==> src/rtl/dram_addr_composer.sv <==
// dram_addr_composer
// Burst address generator for the DRAM-to-L2 return path. Commands arrive as
// separate offset/bank/row/column fields plus a burst length. They wait in a
// small command FIFO and are replayed as one packed L2 address per beat, laid
// out as {offset, bank_id, row_id, col_id}. Within a burst the column wraps
// inside its row and never carries into row, bank or offset.
module dram_addr_composer #(
  parameter int ADDR_WIDTH   = 20,
  parameter int NUM_OF_BANKS = 8,
  parameter int NUM_OF_ROWS  = 128,
  parameter int NUM_OF_COLS  = 8,
  parameter int FIFO_DEPTH   = 4
) (
  input  logic                             clk,
  input  logic                             rst,
  input  logic                             cmd_valid,
  output logic                             cmd_ready,
  input  logic [$clog2(NUM_OF_ROWS)-1:0]   cmd_offset,
  input  logic [$clog2(NUM_OF_BANKS)-1:0]  cmd_bank_id,
  input  logic [$clog2(NUM_OF_ROWS)-1:0]   cmd_row_id,
  input  logic [$clog2(NUM_OF_COLS)-1:0]   cmd_col_id,
  input  logic [$clog2(NUM_OF_COLS):0]     cmd_burst_len,
  output logic                             addr_valid,
  input  logic                             addr_ready,
  output logic [ADDR_WIDTH-1:0]            addr,
  output logic                             addr_last,
  output logic                             busy
);

  localparam int BW = $clog2(NUM_OF_BANKS);
  localparam int RW = $clog2(NUM_OF_ROWS);
  localparam int CW = $clog2(NUM_OF_COLS);
  localparam int PW = $clog2(FIFO_DEPTH);

  // Bit positions of each field inside a stored FIFO entry.
  localparam int LEN_LSB  = 0;
  localparam int COL_LSB  = LEN_LSB + CW + 1;
  localparam int ROW_LSB  = COL_LSB + CW;
  localparam int BANK_LSB = ROW_LSB + RW;
  localparam int OFF_LSB  = BANK_LSB + BW;
  localparam int EW       = OFF_LSB + RW;

  localparam logic [CW:0]   LEN_MAX  = (CW+1)'(NUM_OF_COLS);
  localparam logic [CW:0]   LEN_ONE  = (CW+1)'(1);
  localparam logic [CW-1:0] COL_LAST = CW'(NUM_OF_COLS - 1);
  localparam logic [PW:0]   DEPTH_C  = (PW+1)'(FIFO_DEPTH);

  typedef enum logic [0:0] {
    IDLE  = 1'b0,
    BURST = 1'b1
  } state_t;

  // ---------------------------------------------------------------------------
  // Command FIFO
  // ---------------------------------------------------------------------------
  logic [EW-1:0] fifo_mem [FIFO_DEPTH];
  logic [PW-1:0] wr_ptr_reg;
  logic [PW-1:0] rd_ptr_reg;
  logic [PW:0]   count_reg;

  logic          fifo_full;
  logic          fifo_empty;
  logic          push;
  logic          pop;
  logic [CW:0]   len_norm;
  logic [EW-1:0] wr_entry;
  logic [EW-1:0] head;

  logic [RW-1:0] head_offset;
  logic [BW-1:0] head_bank;
  logic [RW-1:0] head_row;
  logic [CW-1:0] head_col;
  logic [CW:0]   head_len;

  assign fifo_full  = (count_reg == DEPTH_C);
  assign fifo_empty = (count_reg == '0);

  // Ready is a function of registered occupancy only, so a same-cycle pop
  // never opens the door for an extra push.
  assign cmd_ready = !fifo_full && !rst;
  assign push      = cmd_valid && cmd_ready;

  // Oversized bursts are clamped to one full row; zero length is kept so the
  // entry can be discarded cleanly when it reaches the head.
  assign len_norm = (cmd_burst_len > LEN_MAX) ? LEN_MAX : cmd_burst_len;
  assign wr_entry = {cmd_offset, cmd_bank_id, cmd_row_id, cmd_col_id, len_norm};

  // Write the incoming command into the slot addressed by the write pointer.
  always_ff @(posedge clk) begin
    if (push) begin
      fifo_mem[wr_ptr_reg] <= wr_entry;
    end
  end

  // The head is read asynchronously so IDLE can pop and load in one edge.
  assign head        = fifo_mem[rd_ptr_reg];
  assign head_offset = head[OFF_LSB  +: RW];
  assign head_bank   = head[BANK_LSB +: BW];
  assign head_row    = head[ROW_LSB  +: RW];
  assign head_col    = head[COL_LSB  +: CW];
  assign head_len    = head[LEN_LSB  +: CW+1];

  // Pointer and occupancy bookkeeping; simultaneous push and pop leave the
  // count unchanged.
  always_ff @(posedge clk) begin
    if (rst) begin
      wr_ptr_reg <= '0;
      rd_ptr_reg <= '0;
      count_reg  <= '0;
    end else begin
      if (push) begin
        wr_ptr_reg <= wr_ptr_reg + 1'b1;
      end
      if (pop) begin
        rd_ptr_reg <= rd_ptr_reg + 1'b1;
      end
      case ({push, pop})
        2'b10:   count_reg <= count_reg + 1'b1;
        2'b01:   count_reg <= count_reg - 1'b1;
        default: count_reg <= count_reg;
      endcase
    end
  end

  // ---------------------------------------------------------------------------
  // Burst FSM
  // ---------------------------------------------------------------------------
  state_t        state_reg,     state_next;
  logic [RW-1:0] offset_reg,    offset_next;
  logic [BW-1:0] bank_reg,      bank_next;
  logic [RW-1:0] row_reg,       row_next;
  logic [CW-1:0] col_reg,       col_next;
  logic [CW:0]   remaining_reg, remaining_next;
  logic          valid_reg,     valid_next;
  logic          last_reg,      last_next;

  // Next-state, pop decision and field updates for the beat generator.
  always_comb begin
    state_next     = state_reg;
    offset_next    = offset_reg;
    bank_next      = bank_reg;
    row_next       = row_reg;
    col_next       = col_reg;
    remaining_next = remaining_reg;
    pop            = 1'b0;

    case (state_reg)
      IDLE: begin
        if (!fifo_empty) begin
          pop = 1'b1;
          if (head_len != '0) begin
            offset_next    = head_offset;
            bank_next      = head_bank;
            row_next       = head_row;
            col_next       = head_col;
            remaining_next = head_len;
            state_next     = BURST;
          end
        end
      end

      BURST: begin
        if (addr_ready) begin
          if (remaining_reg == LEN_ONE) begin
            // Final beat: chain straight into the next command when one is
            // waiting so the stream has no bubble at the boundary.
            if (!fifo_empty) begin
              pop = 1'b1;
              if (head_len != '0) begin
                offset_next    = head_offset;
                bank_next      = head_bank;
                row_next       = head_row;
                col_next       = head_col;
                remaining_next = head_len;
              end else begin
                state_next = IDLE;
              end
            end else begin
              state_next = IDLE;
            end
          end else begin
            col_next       = (col_reg == COL_LAST) ? '0 : col_reg + 1'b1;
            remaining_next = remaining_reg - 1'b1;
          end
        end
      end

      default: begin
        state_next = IDLE;
      end
    endcase

    // Stream outputs are precomputed here so they leave the block as flops.
    valid_next = (state_next == BURST);
    last_next  = (state_next == BURST) && (remaining_next == LEN_ONE);
  end

  // State and beat registers; reset drops any in-flight burst.
  always_ff @(posedge clk) begin
    if (rst) begin
      state_reg     <= IDLE;
      offset_reg    <= '0;
      bank_reg      <= '0;
      row_reg       <= '0;
      col_reg       <= '0;
      remaining_reg <= '0;
      valid_reg     <= 1'b0;
      last_reg      <= 1'b0;
    end else begin
      state_reg     <= state_next;
      offset_reg    <= offset_next;
      bank_reg      <= bank_next;
      row_reg       <= row_next;
      col_reg       <= col_next;
      remaining_reg <= remaining_next;
      valid_reg     <= valid_next;
      last_reg      <= last_next;
    end
  end

  assign addr_valid = valid_reg;
  assign addr_last  = last_reg;
  assign addr       = {offset_reg, bank_reg, row_reg, col_reg};
  assign busy       = !fifo_empty || (state_reg == BURST);

endmodule

==> config.mk <==
export PLATFORM = sky130hd
export DESIGN_NAME = dram_addr_composer
export DESIGN_NICKNAME = d
export VERILOG_FILES = /design/src/rtl/dram_addr_composer.sv
export SDC_FILE = /design/constraint.sdc
export NUM_CORES = 1
export LEC_CHECK = 0
export CORE_MARGIN = 2
export CORE_UTILIZATION = 38
export CTS_CLUSTER_SIZE = 24
export DETAILED_ROUTE_END_ITERATION = 8
export GPL_TIMING_DRIVEN = 0
export PLACE_DENSITY = 0.55
export SETUP_SLACK_MARGIN = 0.2
export SYNTH_ARGS = -nofsm -noshare
export SYNTH_HDL_FRONTEND = slang
export SYNTH_SLANG_ARGS = --single-unit
==> constraint.sdc <==
create_clock -name clk -period 3.3 [get_ports clk]
set_input_delay 0.66 -clock clk [delete_from_list [all_inputs] [get_ports clk]]
set_output_delay 0.66 -clock clk [all_outputs]
set_load 0.1 [all_outputs]
==> summary.md <==
| Metric | Value |
|---|---|
| Die area | `roughly 15000 µm²` |
| Netlist cell types | `44` |
| Asr flop ratio synth | `0%` |
| Pwr dens | `989.3 nW/µm²` |
| CTS buffer count | `17` |
| Max-slew violation count | `0` |
| Initial antenna violation count | `0` |
| Post-route setup TNS | `0 ns` |
| DR pass1 iterations | `4` |
| Io pins | `52` |
| CP max stage cell | `clkdlybuf4s50_1` |
| Clk buf depth | `2` |
| CP startpoint kind | `register` |
| N_diodes | `0` |
| 1st-iter DRT viols | `176` |
| Die H | `121.2 µm` |
| Final Non-Filler Cells | `593` |
| Via density | `4.976` |
| Row cnt | `42` |
| Layout Nets | `442` |
| Status | `complete, no violations` |
| Leakage | `2.175 nW` |
| Fin crit period | `3.005 ns` |
| Critical Path AT | `roughly 2.3 ns` |
| Clk_lat worst skew | `0.41 ns` |
| Power, Total | `6.519 mW` |
| Root Buffer | `clkbuf_16` |
| Least-Margin Pin Slew | `0.9788 ns` |
| Met3 Wirelength | `around 460 µm` |
| Register area | `about 3600 µm²` |
| Max Used Layer | `met4` |
| Cell Chain, Critical Path | `inv_1, a31oi_4, clkdlybuf4s50_1` |
| Slew HR | `34.54%` |
| Mapped Cells | `335` |
| DP Area | `between 5000 and 6000 µm²` |
| Placed instance count | `561` |
| Period utilization | `91.05%` |
| Pin count of the biggest net entering global routing | `25` |
| Tightest Hold Check Type | `register to register` |
| GRT Util Overall | `15.27%` |
| Hold Buf Count CTS | `0` |
| Fmax | `0.3328 GHz` |
| Clk sinks | `about 130` |
| Post-synth design cell area | `5216 µm²` |
| Die width | `approximately 120 µm` |
| Crit path kind | `register to primary output` |
| CP max stage delay | `1.17 ns` |
| Post-synthesis area per instance | `15.57 µm²` |
| Gpl congestion | `just over 0.8` |
| Detail Route Antenna Nets | `0` |
| Met1 wire length | `4500 µm` |
| Area taken by multi-input logic gates | `1545 µm²` |
| Initial Util | `39.08%` |
| Drt wl/cell | `17.07 µm` |
| R2R setup slack | `0.56 ns` |
| CP Data Required Time | `2.64 ns` |
| Syn nets | `373` |
| Residual DRC | `0` |
| Hold_ws | `0.4525 ns` |
| # setup viols final | `0` |
| Setup repair after global routing missed its margin | `false` |
| Max reg flops | `96` |
| Clk pin slew, worst setup/hold paths | `around 0.05 ns` |
| Peak VDD IR | `~0.00043 V` |
| Clock skew | `0.01480 ns` |
| Max Cap Viol | `0` |
| Ys flop type | `edfxtp_1` |
| Final hold vios | `0` |
| Filler Cell Count | `~1.2k` |
| Count of state elements after synthesis | `131` |
| Post-route cell area | `6589 µm²` |
| Final WL | `10120 µm` |
| DR vias | `about 3.0k` |
| CTS tree | `done` |
| Post-CTS setup buffer count | `0` |
| WL met2 | `a little over 5000 µm` |
| Total grt overflow | `0` |
| Ys Warns | `0` |
| Core area | `13350 µm²` |
| Hpwl dp | `between 6000 and 7000 µm` |
| Register area share after synthesis | `~69%` |
| H-Tree Level Count | `4` |
| Number of global-route vias before repair | `3068` |
| CP Capture Type | `primary output` |
| CP max FO | `6` |
| Quantity of I/O buffers inserted on ports | `49` |
| Share of post-route cells with drive strength above 1 | `slightly above 20%` |
| Area Overhead vs Synth | `26.31%` |
| Post-synth EDFFs | `96` |
| First-pass GRT wire length | `roughly 16000 µm` |
-- area by class of cell --
cell class                      instances  area share (%)
Tap cell                              176           3.342
Multi-Input combinational cell        180           23.45
Buffer                                 15           1.272
Timing Repair Buffer                   50           7.843
Sequential cell                       131           54.39
Clock buffer                           23           7.254
Inverter                                9          0.5127
Clock inverter                          9           1.937
-- synth_stat cells, types with 3 or more instances --
library cell  instances  area (µm²)
dfxtp_1              35       700.7
a21oi_2              10       87.58
a21oi_1              17       85.08
nor3_1                3       15.01
nor2b_1               6       37.54
o21ai_0               6       30.03
o32ai_1               3       26.28
ha_1                  9       112.6
nand2_1              30       112.6
nand2_2              10       62.56
and3_1                4       25.02
mux4_2               24       540.5
nand2b_1              3       18.77
clkbuf_1             10       37.54
nand3_1               4       20.02
inv_1                 9       33.78
nor2_1               22       82.58
xor2_1                3       26.28
edfxtp_1             96        2883
-- worst paths after layout --
check,endpoint,start,cells past startpoint
max,cmd_ready,count_reg[1]$_SDFFE_PP0P_,3
min,offset_reg[1]$_SDFFE_PP0P_,offset_reg[1]$_SDFFE_PP0P_,2
max reg2reg,count_reg[2]$_SDFFE_PP0P_,remaining_reg[1]$_SDFF_PP0_,11
min reg2reg,offset_reg[1]$_SDFFE_PP0P_,offset_reg[1]$_SDFFE_PP0P_,2
-- stage by stage --
step / setup slack (ns) / utilization (%)
finish: 0.2955 / 49.36
detailed placement: 0.07038 / 44.74
floorplan: 0.4813 / -
CTS: 0.2702 / 49.31
global placement: 0.1373 / 44.52
global route: 0.2200 / 49.36
-- where the power goes --
part | switching, mW | leakage [nW] | total (mW) | internal [mW]
clock network | 0.651 | 0.291 | 1.90 | 1.24
logic | 1.68 | 0.723 | 2.50 | 0.813
registers | 0.143 | 1.16 | 2.13 | 1.98
total | 2.48 | 2.17 | 6.52 | 4.04
-- kinds of logic after synthesis --
| family | Yosys count | share of synthesized area [%] |
|---|---|---|
| buffers and inverters | 24 | 2.254 |
| AND/OR/NAND/NOR | 94 | 8.923 |
| adder cells (fa/ha/maj) | 10 | 2.543 |
| flip-flops | 131 | 68.70 |
| multiplexers | 25 | 10.55 |
| AO/OA/AOI/OAI | 46 | 6.189 |
| XOR/XNOR | 5 | 0.8397 |
-- critical path: cells and delay by family (launching register included) --
family | cells | cell delay [ns]
buffers and inverters | 2 | 1.29
DFF | 1 | 0.39
AOI/OAI and AO/OA | 1 | 0.25
-- cells in the final DEF (no fill, tap or decap), types with 3 or more instances in the layout --
master	n
nor2_1	22
o21ai_0	6
o32ai_1	3
xor2_1	3
clkdlybuf4s50_1	48
nand3_1	4
ha_1	9
a21oi_2	10
and3_2	3
edfxtp_1	96
dfxtp_1	35
nand2_1	30
mux4_2	24
nand2b_1	3
a21oi_1	17
nand2_2	10
inv_1	9
clkbuf_16	17
bufinv_16	3
nor3_1	3
clkbuf_8	3
nor2b_1	6
clkbuf_1	13
-- layer usage --
layer	track usage, %	vias to the layer above
li1	-	1411
met1	18.21	1466
met2	25.60	63
met3	4.323	11
met4	7.112	0
met5	0	-
-- repair_timing --
item	CTS	global route
resized for setup	2	1
cloned	0	0
setup endpoints to repair	12	1
hold endpoints to repair	0	0
Power figures use the tool's default switching activity.
